--- config.mk ---
export PLATFORM = sky130hd
export DESIGN_NAME = credit_pkt_bridge
export DESIGN_NICKNAME = d
export VERILOG_FILES = /design/src/rtl/credit_pkt_bridge.sv
export SDC_FILE = /design/constraint.sdc
export NUM_CORES = 1
export LEC_CHECK = 0
export BUFFER_PORTS_ARGS = -buffer_cell sky130_fd_sc_hd__buf_2
export CAP_MARGIN = 40
export CORE_UTILIZATION = 60
export DETAILED_ROUTE_END_ITERATION = 16
export PLACE_DENSITY = 0.84
export RECOVER_POWER = 100
export SLEW_MARGIN = 20
export SYNTH_ARGS = -nofsm -noshare
export SYNTH_HDL_FRONTEND = slang
export SYNTH_SLANG_ARGS = --single-unit
--- constraint.sdc ---
create_clock -name clk -period 9.9 [get_ports clk]
set_clock_uncertainty 0.2 [all_clocks]
set_input_delay 1.485 -clock clk [delete_from_list [all_inputs] [get_ports clk]]
set_output_delay 1.485 -clock clk [all_outputs]
set_load 0.02 [all_outputs]
--- src/rtl/credit_pkt_bridge.sv ---
// credit_pkt_bridge
// Bridges a credit-flow-controlled request beat stream into a credit-flow-
// controlled response beat stream through a DEPTH-entry circular buffer.
// PKT_MODE=0 forwards beats cut-through. PKT_MODE=1 holds beats until a
// complete packet (LAST beat) is buffered, or until the buffer is full.
//
// Ports
//   clk, rst          : clock, asynchronous active-high reset
//   req_val/data/last : upstream beat (no backpressure, credit governed)
//   req_credit        : one-cycle pulse returning one upstream credit
//   rsp_val/cmd/data  : downstream beat; cmd 01 DATA, 10 LAST, 00 idle
//   rsp_credit        : one-cycle pulse returning one downstream credit
//   fill              : buffer occupancy
//   err_ovf, err_cred : sticky protocol-error flags
module credit_pkt_bridge #(
  parameter int DATA_W      = 64,
  parameter int DEPTH       = 8,
  parameter int RSP_CREDITS = 4,
  parameter int PKT_MODE    = 0
) (
  input  logic                     clk,
  input  logic                     rst,
  input  logic                     req_val,
  input  logic [DATA_W-1:0]        req_data,
  input  logic                     req_last,
  output logic                     req_credit,
  output logic                     rsp_val,
  output logic [1:0]               rsp_cmd,
  output logic [DATA_W-1:0]        rsp_data,
  input  logic                     rsp_credit,
  output logic [$clog2(DEPTH):0]   fill,
  output logic                     err_ovf,
  output logic                     err_cred
);

  localparam int PTR_W = $clog2(DEPTH);
  localparam int CNT_W = PTR_W + 1;
  localparam int DN_W  = $clog2(RSP_CREDITS) + 1;
  localparam logic [CNT_W-1:0] DEPTH_C = CNT_W'(DEPTH);
  localparam logic [DN_W-1:0]  RSP_C   = DN_W'(RSP_CREDITS);

  typedef enum logic {WAIT = 1'b0, SEND = 1'b1} state_t;
  state_t state, state_nxt;

  logic [DATA_W:0]    mem [DEPTH];
  logic [PTR_W-1:0]   wr_ptr, rd_ptr;
  logic [CNT_W-1:0]   ret_cnt, up_cred, last_cnt;
  logic [CNT_W-1:0]   fill_nxt, last_cnt_nxt;
  logic [DN_W-1:0]    dn_cred;
  logic [DATA_W:0]    rd_entry;
  logic               accept, pop, pop_last, cred_issue, send_en;
  logic               cred_bad, cred_ok;

  // Upstream beats are only accepted against a credit already granted.
  assign accept     = req_val && (up_cred != '0);
  assign cred_issue = (ret_cnt != '0);
  assign rd_entry   = mem[rd_ptr];
  assign pop_last   = pop && rd_entry[DATA_W];
  // A downstream credit beyond the reset grant is a protocol error; it is
  // only legal at full count if a beat is consumed in the same cycle.
  assign cred_bad   = rsp_credit && (dn_cred == RSP_C) && !pop;
  assign cred_ok    = rsp_credit && !cred_bad;

  always_comb begin
    fill_nxt     = fill;
    last_cnt_nxt = last_cnt;
    if (accept && !pop)
      fill_nxt = fill + 1'b1;
    else if (!accept && pop)
      fill_nxt = fill - 1'b1;
    case ({accept && req_last, pop_last})
      2'b10:   last_cnt_nxt = last_cnt + 1'b1;
      2'b01:   last_cnt_nxt = last_cnt - 1'b1;
      default: last_cnt_nxt = last_cnt;
    endcase
  end

  // FSM: state register
  always_ff @(posedge clk or posedge rst) begin
    if (rst)
      state <= WAIT;
    else
      state <= state_nxt;
  end

  // FSM: next state. In packet mode a full buffer with no LAST forces SEND,
  // otherwise an oversize packet could never complete.
  always_comb begin
    state_nxt = state;
    case (state)
      WAIT: begin
        if (PKT_MODE == 0) begin
          if (fill != '0) state_nxt = SEND;
        end else begin
          if ((last_cnt != '0) || (fill == DEPTH_C)) state_nxt = SEND;
        end
      end
      SEND: begin
        if (PKT_MODE == 0) begin
          if (fill_nxt == '0) state_nxt = WAIT;
        end else begin
          if (pop_last && (last_cnt_nxt == '0)) state_nxt = WAIT;
        end
      end
      default: state_nxt = WAIT;
    endcase
  end

  // FSM: outputs
  always_comb begin
    send_en = (state == SEND);
    pop     = send_en && (fill != '0) && (dn_cred != '0);
  end

  // Buffer storage; the slot freed by a same-cycle pop is reusable because
  // the credit loop never lets a write target an occupied entry.
  always_ff @(posedge clk) begin
    if (accept)
      mem[wr_ptr] <= {req_last, req_data};
  end

  always_ff @(posedge clk or posedge rst) begin
    if (rst) begin
      wr_ptr     <= '0;
      rd_ptr     <= '0;
      fill       <= '0;
      last_cnt   <= '0;
      ret_cnt    <= DEPTH_C;
      up_cred    <= '0;
      dn_cred    <= RSP_C;
      req_credit <= 1'b0;
      err_ovf    <= 1'b0;
      err_cred   <= 1'b0;
    end else begin
      if (accept) wr_ptr <= wr_ptr + 1'b1;
      if (pop)    rd_ptr <= rd_ptr + 1'b1;
      fill       <= fill_nxt;
      last_cnt   <= last_cnt_nxt;
      req_credit <= cred_issue;
      case ({pop, cred_issue})
        2'b10:   ret_cnt <= ret_cnt + 1'b1;
        2'b01:   ret_cnt <= ret_cnt - 1'b1;
        default: ret_cnt <= ret_cnt;
      endcase
      case ({req_credit, accept})
        2'b10:   up_cred <= up_cred + 1'b1;
        2'b01:   up_cred <= up_cred - 1'b1;
        default: up_cred <= up_cred;
      endcase
      case ({cred_ok, pop})
        2'b10:   dn_cred <= dn_cred + 1'b1;
        2'b01:   dn_cred <= dn_cred - 1'b1;
        default: dn_cred <= dn_cred;
      endcase
      if (req_val && (up_cred == '0)) err_ovf  <= 1'b1;
      if (cred_bad)                   err_cred <= 1'b1;
    end
  end

  // Output stage: popped beat registered onto the response port
  always_ff @(posedge clk or posedge rst) begin
    if (rst) begin
      rsp_val  <= 1'b0;
      rsp_cmd  <= 2'b00;
      rsp_data <= '0;
    end else begin
      rsp_val <= pop;
      if (pop) begin
        rsp_cmd  <= rd_entry[DATA_W] ? 2'b10 : 2'b01;
        rsp_data <= rd_entry[DATA_W-1:0];
      end else begin
        rsp_cmd  <= 2'b00;
      end
    end
  end

endmodule
==> impl_metrics.ini <==
[critical_path]
crit_slowest_cell = o41ai_1
slowest_delay_ns = 1.96
critPathTopFamily = buffers and inverters
cp_data_arrival_time_ns = 6.35
critPathMaxFanout = 33
critPathKind = flop to flop
cp-end-kind = flop
crit_chain = o41ai_1 > clkinv_1 > nand2_1 > nor2_4 > clkbuf_1 > clkbuf_1
cpMostUsedCell = clkbuf_1
setup.worst_path.start_class = flop
r2r_slack_ns = 3.37
critPathRequiredTime_ns = 9.71
path_buf_inv = 3

[power_and_ir_drop]
peakVddDrop_mv = 0.213
finalPower_w = 0.00830
p_leak_nw = 8.71
power.density_nw_per_um2 = 316

[timing]
hold_violations = 0
drv_slew = 573
period_minus_slack_ns = 6.53
fin_crit_sh = 0.660
relSlewSlack = -0.926
worst_pin_slew_ns = 2.89
setup_viol = 0
fmax_mhz = 153
grt_setup_unrepaired = no
setup_tns_ns = 0

[yosys]
synthDistinctLibCells = 45
syn-num-nets = 1198
synth_area_um2 = 23200
ys_ff_latch = 612
synth_warnings = 0
synthCells = 1119
async_reset_ff_frac = 0.150
yosysSeqAreaShare = 0.774
synth_largest_area_cell = edfxtp_1
synth_top_area_frac = 0.674
synthFlopType = edfxtp_1
synth_edf_count = 520
synth_area_leaders = edfxtp_1 67%, mux4_2 13%, dfrtp_1 9.7%
synth.avg_cell_area_um2 = 20.7

[cells_and_area]
layout_common_cells = 520 x edfxtp_1, 170 x clkbuf_1, 130 x mux4_2
area_growth_pct = 13.3
nFillCells = 2343
drive_above_1_share = 0.183
fin_nets = 1370
utilization = 0.693
final_common_cell = edfxtp_1

[global_route]
use_met2 = 0.446
overflow = 0
grt.busiest_layer = met2
grt.met3_usage = 0.0570
grt_start_max_net_pins = 84
grt_pass1_vias = 12000
grt_pass1_wl_um = 73600
antenna_found_initial = 6
grt_use_met1 = 0.338
grt_use_total = 0.261

[status]
status = complete, but fails checks
violations = max-capacitance violations, max-slew violations

[cts]
cts_tree = yes
post_cts_buffers = 0
path_clk_slew_ns = 0.06
clock_sinks = 612
postCtsHoldBufs = 0
cts_buffers = 56
clk_latency_ns = 0.62
post_cts_resized = 0
cts.path.max_buffers = 3
root_buffer = clkbuf_16
ctsHtreeMaxLevel = 2

[die]
rows = 71
die_y_um = 198
ios = 143
fp.dieW_um = 198
core_area_um2 = 37800
initial_core_util = 0.612
dieArea_um2 = 39400

[routing]
remaining_drc_errors = 0
firstDrtPassIters = 7
vias = 11400
wl_per_cell_um = 26.5
wirelength_um = 49200
postRouteAntennaNets = 0
viasPerCell = 6.14
first_iter_violations = 1052

[placed_design]
port_buffers = 142
hpwl_um = 27200
place_congestion = 0.739

[run]
maxCapViolCount = 18

[min_path]
hold_path.class = flop to flop
## per-layer routing
layer,vias to the layer above,share of wire
met4,2,0.024
met3,90,0.076
li1,4846,-
met5,-,0.00024
met2,503,0.52
met1,5950,0.38
## stage by stage
| stage | hold WS (ns) | std cells | worst slack [ns] | instance area, um^2 |
|---|---|---|---|---|
| floorplan | 0.307 | 1119 | 1.27 | 23200 |
| global placement | 0.239 | 1730 | 6.03 | 24500 |
| detailed placement | 0.247 | 1741 | 5.84 | 24800 |
| CTS | 0.262 | 1847 | 5.77 | 26600 |
| global route | 0.296 | 1852 | 3.03 | 26200 |
| finish | 0.258 | 1855 | 3.37 | 26200 |
## Yosys cell counts, drive strengths merged, types with 6 or more instances
cell type,number
dfrtp,90
mux2i,65
nor2,13
clkbuf,33
nor3,6
nand2,84
ha,9
buf,23
edfxtp,520
inv,12
xor2,9
xnor2,11
o21ai,70
mux4,130
## area by class of cell
cell class	count	area, um^2	area share
multi-input cells	439	4990	0.190
clock inverters	33	278	0.0106
diodes	5	12.5	0.000477
inverters	12	46.3	0.00176
clock buffers	73	1540	0.0586
repair buffers	170	807	0.0308
flip-flops and latches	612	17900	0.683
well taps	511	639	0.0244
## where the power goes
group          leakage [nW]  internal (W)  switching (W)
combinational          2.02       0.00104        0.00144
sequential             5.81       0.00336       0.000342
clock                 0.883       0.00118       0.000932
## logic make-up (layout without fill, tap and decap cells)
family / after synthesis / count (layout) / synth area share
flops: 612 / 612 / 0.774
mux: 198 / 198 / 0.156
simple gates: 118 / 118 / 0.0212
compound gates: 93 / 93 / 0.0238
buf+inv: 68 / 288 / 0.0120
xor+xnor: 20 / 20 / 0.00756
fa+ha+maj: 10 / 10 / 0.00573
other cells: 0 / 5 / 0
## state kept, by name, summed over array words and instances, names as in the netlist
signal / cells
dn_cred: 3
err_cred: 1
err_ovf: 1
fill: 4
mem: 520
rd_ptr: 3
req_credit: 1
ret_cnt: 4
rsp_cmd: 2
rsp_data: 64
rsp_val: 1
send_en: 1
up_cred: 4
wr_ptr: 3
## path summary, 6_finish.rpt
check                           start           to  depth (start not counted)
setup / recovery           up_cred[1]   mem[5][64]                          6
hold / removal                err_ovf      err_ovf                          1
setup reg to reg           up_cred[1]   mem[5][64]                          6
hold reg to reg               err_ovf      err_ovf                          1
max in group asynchronous         rst    rd_ptr[1]                          3
min in group asynchronous         rst  rsp_data[8]                          2
No activity file was read; power rests on OpenSTA's default activity.
